### config.mk
export PLATFORM = sky130hd
export DESIGN_NAME = scale_mux_fifo_flat
export DESIGN_NICKNAME = d
export VERILOG_FILES = /design/src/rtl/scale_mux_fifo_if.sv /design/src/rtl/scale_mux_fifo.sv /design/src/flat_wrapper.sv
export SDC_FILE = /design/constraint.sdc
export NUM_CORES = 1
export LEC_CHECK = 0
export CAP_MARGIN = 20
export CORE_MARGIN = 1.5
export CORE_UTILIZATION = 53
export CTS_BUF_LIST = sky130_fd_sc_hd__clkbuf_8 sky130_fd_sc_hd__clkbuf_16
export DETAILED_ROUTE_END_ITERATION = 6
export PLACE_DENSITY = 0.78
export REMOVE_ABC_BUFFERS = 1
export SYNTH_ARGS = -nofsm -noshare
export SYNTH_HDL_FRONTEND = slang
export SYNTH_SLANG_ARGS = --single-unit
### constraint.sdc
create_clock -name i_clk -period 3 [get_ports i_clk]
set_input_delay 0.6 -clock i_clk [delete_from_list [all_inputs] [get_ports i_clk]]
set_output_delay 0.6 -clock i_clk [all_outputs]
set_load 0.05 [all_outputs]
### src/rtl/scale_mux_fifo_if.sv
`default_nettype none
// ============================================================================
// Module   : scale_mux_fifo_if
// Brief    : Write/read handshake bundle for scale_mux_fifo. Defining
//            SCALE_MUX_FIFO_ERR_EN adds the sticky o_ovf/o_udf flags.
// Revision : 1.0 - initial release
// ============================================================================
interface scale_mux_fifo_if #(
  parameter int size  = 7,
  parameter int DEPTH = 4
);
  logic                     i_wr_en;
  logic [size:0]            i_wr_data;
  logic                     i_rd_en;
  logic [size:0]            o_rd_data;
  logic                     o_rd_valid;
  logic                     o_full;
  logic                     o_empty;
  logic [$clog2(DEPTH):0]   o_count;
`ifdef SCALE_MUX_FIFO_ERR_EN
  logic                     o_ovf;
  logic                     o_udf;
`endif

  // Producer/consumer side
  modport master (
    output i_wr_en, i_wr_data, i_rd_en,
`ifdef SCALE_MUX_FIFO_ERR_EN
    input  o_ovf, o_udf,
`endif
    input  o_rd_data, o_rd_valid, o_full, o_empty, o_count
  );

  // FIFO side
  modport slave (
    input  i_wr_en, i_wr_data, i_rd_en,
`ifdef SCALE_MUX_FIFO_ERR_EN
    output o_ovf, o_udf,
`endif
    output o_rd_data, o_rd_valid, o_full, o_empty, o_count
  );
endinterface
`default_nettype wire

### src/rtl/scale_mux_fifo.sv
`default_nettype none
// ============================================================================
// Module   : scale_mux_fifo
// Brief    : Synchronous FIFO behind the scale mux with a registered,
//            one-cycle-latency read port. Optional macro:
//            SCALE_MUX_FIFO_ERR_EN (sticky overflow/underflow flags).
// Revision : 1.0 - initial release
// ============================================================================
module scale_mux_fifo #(
  parameter int size  = 7,
  parameter int DEPTH = 4
) (
  input  wire logic        i_clk,
  input  wire logic        i_rst_n,
  scale_mux_fifo_if.slave  bus
);
  localparam int               c_aw       = $clog2(DEPTH);
  localparam logic [c_aw:0]    c_full_cnt = (c_aw + 1)'(DEPTH);

  logic [size:0]   r_mem [DEPTH];
  logic [c_aw-1:0] r_wptr;
  logic [c_aw-1:0] r_rptr;
  logic [c_aw:0]   r_count;
  logic [size:0]   r_rd_data;
  logic            r_rd_valid;

  logic w_full;
  logic w_empty;
  logic w_wr_acc;
  logic w_rd_acc;

  // Flags come from the registered count only, so no input reaches an output
  assign w_full   = (r_count == c_full_cnt);
  assign w_empty  = (r_count == '0);
  assign w_wr_acc = bus.i_wr_en & ~w_full;
  assign w_rd_acc = bus.i_rd_en & ~w_empty;

  // Storage is intentionally left out of reset
  always_ff @(posedge i_clk) begin
    if (i_rst_n && w_wr_acc) begin
      r_mem[r_wptr] <= bus.i_wr_data;
    end
  end

  always_ff @(posedge i_clk) begin
    if (!i_rst_n) begin
      r_wptr     <= '0;
      r_rptr     <= '0;
      r_count    <= '0;
      r_rd_data  <= '0;
      r_rd_valid <= 1'b0;
    end else begin
      if (w_wr_acc) begin
        r_wptr <= r_wptr + c_aw'(1);
      end
      if (w_rd_acc) begin
        r_rd_data <= r_mem[r_rptr];
        r_rptr    <= r_rptr + c_aw'(1);
      end
      r_rd_valid <= w_rd_acc;
      case ({w_wr_acc, w_rd_acc})
        2'b10:   r_count <= r_count + (c_aw + 1)'(1);
        2'b01:   r_count <= r_count - (c_aw + 1)'(1);
        default: r_count <= r_count;
      endcase
    end
  end

`ifdef SCALE_MUX_FIFO_ERR_EN
  logic r_ovf;
  logic r_udf;

  always_ff @(posedge i_clk) begin
    if (!i_rst_n) begin
      r_ovf <= 1'b0;
      r_udf <= 1'b0;
    end else begin
      if (bus.i_wr_en && w_full) begin
        r_ovf <= 1'b1;
      end
      if (bus.i_rd_en && w_empty) begin
        r_udf <= 1'b1;
      end
    end
  end

  assign bus.o_ovf = r_ovf;
  assign bus.o_udf = r_udf;
`endif

  assign bus.o_rd_data  = r_rd_data;
  assign bus.o_rd_valid = r_rd_valid;
  assign bus.o_full     = w_full;
  assign bus.o_empty    = w_empty;
  assign bus.o_count    = r_count;
endmodule
`default_nettype wire

### src/flat_wrapper.sv
// flat-port wrapper written by rule: the top's interface ports become plain ports
module scale_mux_fifo_flat 
#(
  parameter int size  = 7,
  parameter int DEPTH = 4
)
  (i_clk, i_rst_n, bus_i_wr_en, bus_i_wr_data, bus_i_rd_en, bus_o_rd_data, bus_o_rd_valid, bus_o_full, bus_o_empty, bus_o_count);
  scale_mux_fifo_if #(.size(size), .DEPTH(DEPTH)) bus_i ();
  input  wire logic i_clk;
  input  wire logic i_rst_n;
  input wire logic [$bits(bus_i.i_wr_en)-1:0] bus_i_wr_en;
  input wire logic [$bits(bus_i.i_wr_data)-1:0] bus_i_wr_data;
  input wire logic [$bits(bus_i.i_rd_en)-1:0] bus_i_rd_en;
  output wire logic [$bits(bus_i.o_rd_data)-1:0] bus_o_rd_data;
  output wire logic [$bits(bus_i.o_rd_valid)-1:0] bus_o_rd_valid;
  output wire logic [$bits(bus_i.o_full)-1:0] bus_o_full;
  output wire logic [$bits(bus_i.o_empty)-1:0] bus_o_empty;
  output wire logic [$bits(bus_i.o_count)-1:0] bus_o_count;
  assign bus_i.i_wr_en = bus_i_wr_en;
  assign bus_i.i_wr_data = bus_i_wr_data;
  assign bus_i.i_rd_en = bus_i_rd_en;
  assign bus_o_rd_data = bus_i.o_rd_data;
  assign bus_o_rd_valid = bus_i.o_rd_valid;
  assign bus_o_full = bus_i.o_full;
  assign bus_o_empty = bus_i.o_empty;
  assign bus_o_count = bus_i.o_count;
  scale_mux_fifo #(.size(size), .DEPTH(DEPTH)) u_core (.i_clk(i_clk), .i_rst_n(i_rst_n), .bus(bus_i));
endmodule
==> metrics <==
setup TNS after final layout 0 ns; CP required 2.40 ns; clock root buffer sky130_fd_sc_hd__clkbuf_8; Final Instance Count excl. Fillers 197; endpoints failing hold 0; clock-pin slew reported for the worst setup and hold paths after clock tree synthesis 0.09 ns; fraction of final layout cells with drive strength greater than 1 15.9%; shortest clock period the worst path allows after layout 2.65 ns; final core utilization just under 70%; Final setup viols 0; clock tree skew after final layout 0.00849 ns; min setup slack post-route 0.345 ns; count of state elements after synthesis 48; iteration count of the initial detailed-routing pass 4; antenna violation net count after detailed routing 0; average wire length per cell after detail routing 15.9 µm; Worst R2R Setup Slack 0.70 ns; hold-fix buffers at CTS 0; Worst IR Drop VDD 0.584 mV; initial core utilization 56.4%; routability congestion estimate 0.707; post-synthesis compound-gate area fraction approximately 6.6%; CTS tree built; Adder-Cell Fraction of Synth Area around 4.3%; run status finished, final reports clean; CTS Buf Count 5; highest-count cells in the layout ignoring fill and taps sky130_fd_sc_hd__edfxtp_1, sky130_fd_sc_hd__clkdlybuf4s50_1, sky130_fd_sc_hd__dfxtp_1; count of instances resized after the clock tree is built 0; overall power consumption 1.89 mW; most frequent standard cell in the layout excluding fill and tap cells sky130_fd_sc_hd__edfxtp_1; type of origin of the critical path flop; Filler Cells Inserted 235; CP peak stage delay 0.79 ns; clk sinks 48; sum of overflow across all layers after global routing 0; finished layout cell area 2300 µm²; Horiz. Die Dim 63.1 µm; crit path kind reg2out; placed cells between 150 and 200; vias in the first global route roughly 1.1k; total number of placement rows 21; area taken by flip-flops and latches 1280 µm²; final net count 168; Seq/Total Area, Yosys 67.0%; Synth cell types 30; worst hold margin 0.467 ns; main combinational cell family by area after synthesis multiplexers; area grow syn2layout 20.2%; area of the multi-input gates ~550 µm²; Max Fclk 377 MHz; GR Util All Layers 17.7%; maximum number of pins on one net before global-route repair 17; number of synthesis warnings 0; H-Tree Level Count 2; Post-Place Worst Slack 0.390 ns; aggregate routed wire length ~3100 µm; leakage power summed over all cells 0.780 nW; crit path DAT 2.05 ns; Clock Latency Late Sink about 0.3 ns; Critical Path Sink Type output pin; kind of path behind the tightest hold check reg2reg; number of diodes added for antenna fixing 0; initial antenna violation count 0; Starting DRT DRC Count between 40 and 50; post-synthesis mux area share 9.42%; number of max-cap violations 0; via count normalized by instance count around 5.4; Mapped Area 1910 µm²; worst-path fanout max 7; slowest stage cell, crit path sky130_fd_sc_hd__clkdlybuf4s50_1; RSZ-0062 raised after global routing false; Cells after Synth ~120; Cell Area, Placed 2200 µm²; Post-route DRC 0; post-CTS setup-driven buffer insertion count 0; Post-Synthesis Mean Instance Area approximately 16 µm²; routed vias 1061; remaining max-slew budget at the tightest pin 56.9%; maximum root-to-sink buffer count 2; post-synthesis share of cell area spent on and, or, nand and nor gates 6.48%; Worst path top cell family by delay buffers and inverters; HPWL Detailed 2130 µm; Power per Cell Area 825 nW/µm²; total die area just under 4000 µm²; chain of cells forming the critical path or3b_4 -> clkinv_4 -> clkdlybuf4s50_1; wire length of the first global-routing pass 5210 µm; Top-Level Pins 26; slew at the pin closest to its max-slew limit ~0.65 ns; Bufs and invs on worst path 2; Post-Synth XOR/XNOR Area 1.83%; final worst path period share 88.5%; Max Transition Viols Final 0; core outline area 3390 µm²; Die Y 63.1 µm; number of port buffers 25
-- worst paths after layout --
kind,startpoint,endpoint,cells after the start
hold reg to reg,u_core.bus.o_rd_data[6]$_SDFFE_PN0N_,u_core.bus.o_rd_data[6]$_SDFFE_PN0N_,2
setup reg to reg,u_core.bus.o_count[2]$_SDFFE_PN0P_,u_core.bus.o_count[2]$_SDFFE_PN0P_,10
hold / removal,u_core.bus.o_rd_data[6]$_SDFFE_PN0N_,u_core.bus.o_rd_data[6]$_SDFFE_PN0N_,2
setup / recovery,u_core.bus.o_count[2]$_SDFFE_PN0P_,bus_o_full,3
-- state kept, by name (all words and copies together) (netlist names) --
signal	count
u_core.r_mem	32
u_core.bus.o_rd_data	8
u_core.bus.o_count	3
u_core.r_rptr	2
u_core.r_wptr	2
u_core.bus.o_rd_valid	1
-- cell families (layout without fill, tap and decap cells) --
| kind of cell | Yosys count | after routing |
|---|---|---|
| fa+ha+maj | 6 | 6 |
| buf+inv | 14 | 44 |
| xor+xnor | 4 | 4 |
| simple gates | 24 | 24 |
| mux | 8 | 8 |
| flops | 48 | 48 |
| compound gates | 17 | 17 |
-- where the power goes --
part           internal [mW]  switching [mW]
clock                  0.165           0.213
combinational          0.270           0.367
sequential             0.786          0.0933
total                   1.22           0.674
-- cells in the mapped netlist --
| library cell | count | share of area [%] |
|---|---|---|
| sky130_fd_sc_hd__buf_2 | 3 | 0.79 |
| sky130_fd_sc_hd__xnor2_1 | 1 | 0.46 |
| sky130_fd_sc_hd__o2bb2ai_1 | 8 | 3.7 |
| sky130_fd_sc_hd__o21ai_0 | 1 | 0.26 |
| sky130_fd_sc_hd__ha_1 | 5 | 3.3 |
| sky130_fd_sc_hd__or3_1 | 1 | 0.33 |
| sky130_fd_sc_hd__a21oi_2 | 1 | 0.46 |
| sky130_fd_sc_hd__edfxtp_1 | 32 | 50 |
| sky130_fd_sc_hd__clkinv_4 | 1 | 0.46 |
| sky130_fd_sc_hd__o21ai_1 | 2 | 0.52 |
| sky130_fd_sc_hd__xor2_1 | 3 | 1.4 |
| sky130_fd_sc_hd__nand3_1 | 2 | 0.52 |
| sky130_fd_sc_hd__and3_1 | 4 | 1.3 |
| sky130_fd_sc_hd__nor3_1 | 1 | 0.26 |
| sky130_fd_sc_hd__and2_1 | 1 | 0.33 |
| sky130_fd_sc_hd__o311ai_1 | 1 | 0.46 |
| sky130_fd_sc_hd__nand2_1 | 8 | 1.6 |
| sky130_fd_sc_hd__clkbuf_1 | 1 | 0.20 |
| sky130_fd_sc_hd__bufinv_8 | 1 | 0.92 |
| sky130_fd_sc_hd__nor2_4 | 1 | 0.59 |
| sky130_fd_sc_hd__inv_1 | 6 | 1.2 |
| sky130_fd_sc_hd__a21oi_1 | 3 | 0.79 |
| sky130_fd_sc_hd__inv_2 | 1 | 0.20 |
| sky130_fd_sc_hd__o31a_1 | 1 | 0.46 |
| sky130_fd_sc_hd__buf_6 | 1 | 0.59 |
| sky130_fd_sc_hd__dfxtp_1 | 16 | 17 |
| sky130_fd_sc_hd__mux4_2 | 8 | 9.4 |
| sky130_fd_sc_hd__fa_1 | 1 | 1.0 |
| sky130_fd_sc_hd__nor2_1 | 5 | 0.98 |
| sky130_fd_sc_hd__or3b_4 | 1 | 0.59 |
-- per-layer routing --
| layer | share of wire (%) | GRT usage, % |
|---|---|---|
| met5 | 0 | 0 |
| met3 | 6.8 | 5.36 |
| met2 | 53 | 31.3 |
| met4 | 0.48 | 4.17 |
| met1 | 40 | 21.3 |
-- layout make-up --
cell class,count,area share (%)
Clock buffer,5,3.00
Clock inverter,3,1.03
Inverter,9,2.29
Multi-Input combinational cell,59,23.9
Sequential cell,48,55.8
Tap cell,46,2.51
Timing Repair Buffer,27,11.5
-- worst register-to-register path, delay by kind of cell, from the launching register on --
kind / cells / cell delay (ns)
AO/OA/AOI/OAI: 1 / 0.14
XOR/XNOR: 1 / 0.16
adder cells (fa/ha/maj): 2 / 0.53
buffers and inverters: 3 / 0.18
flip-flops: 1 / 0.44
AND/OR/NAND/NOR: 3 / 0.78
Note: power is estimated with default switching activity, not from simulation.
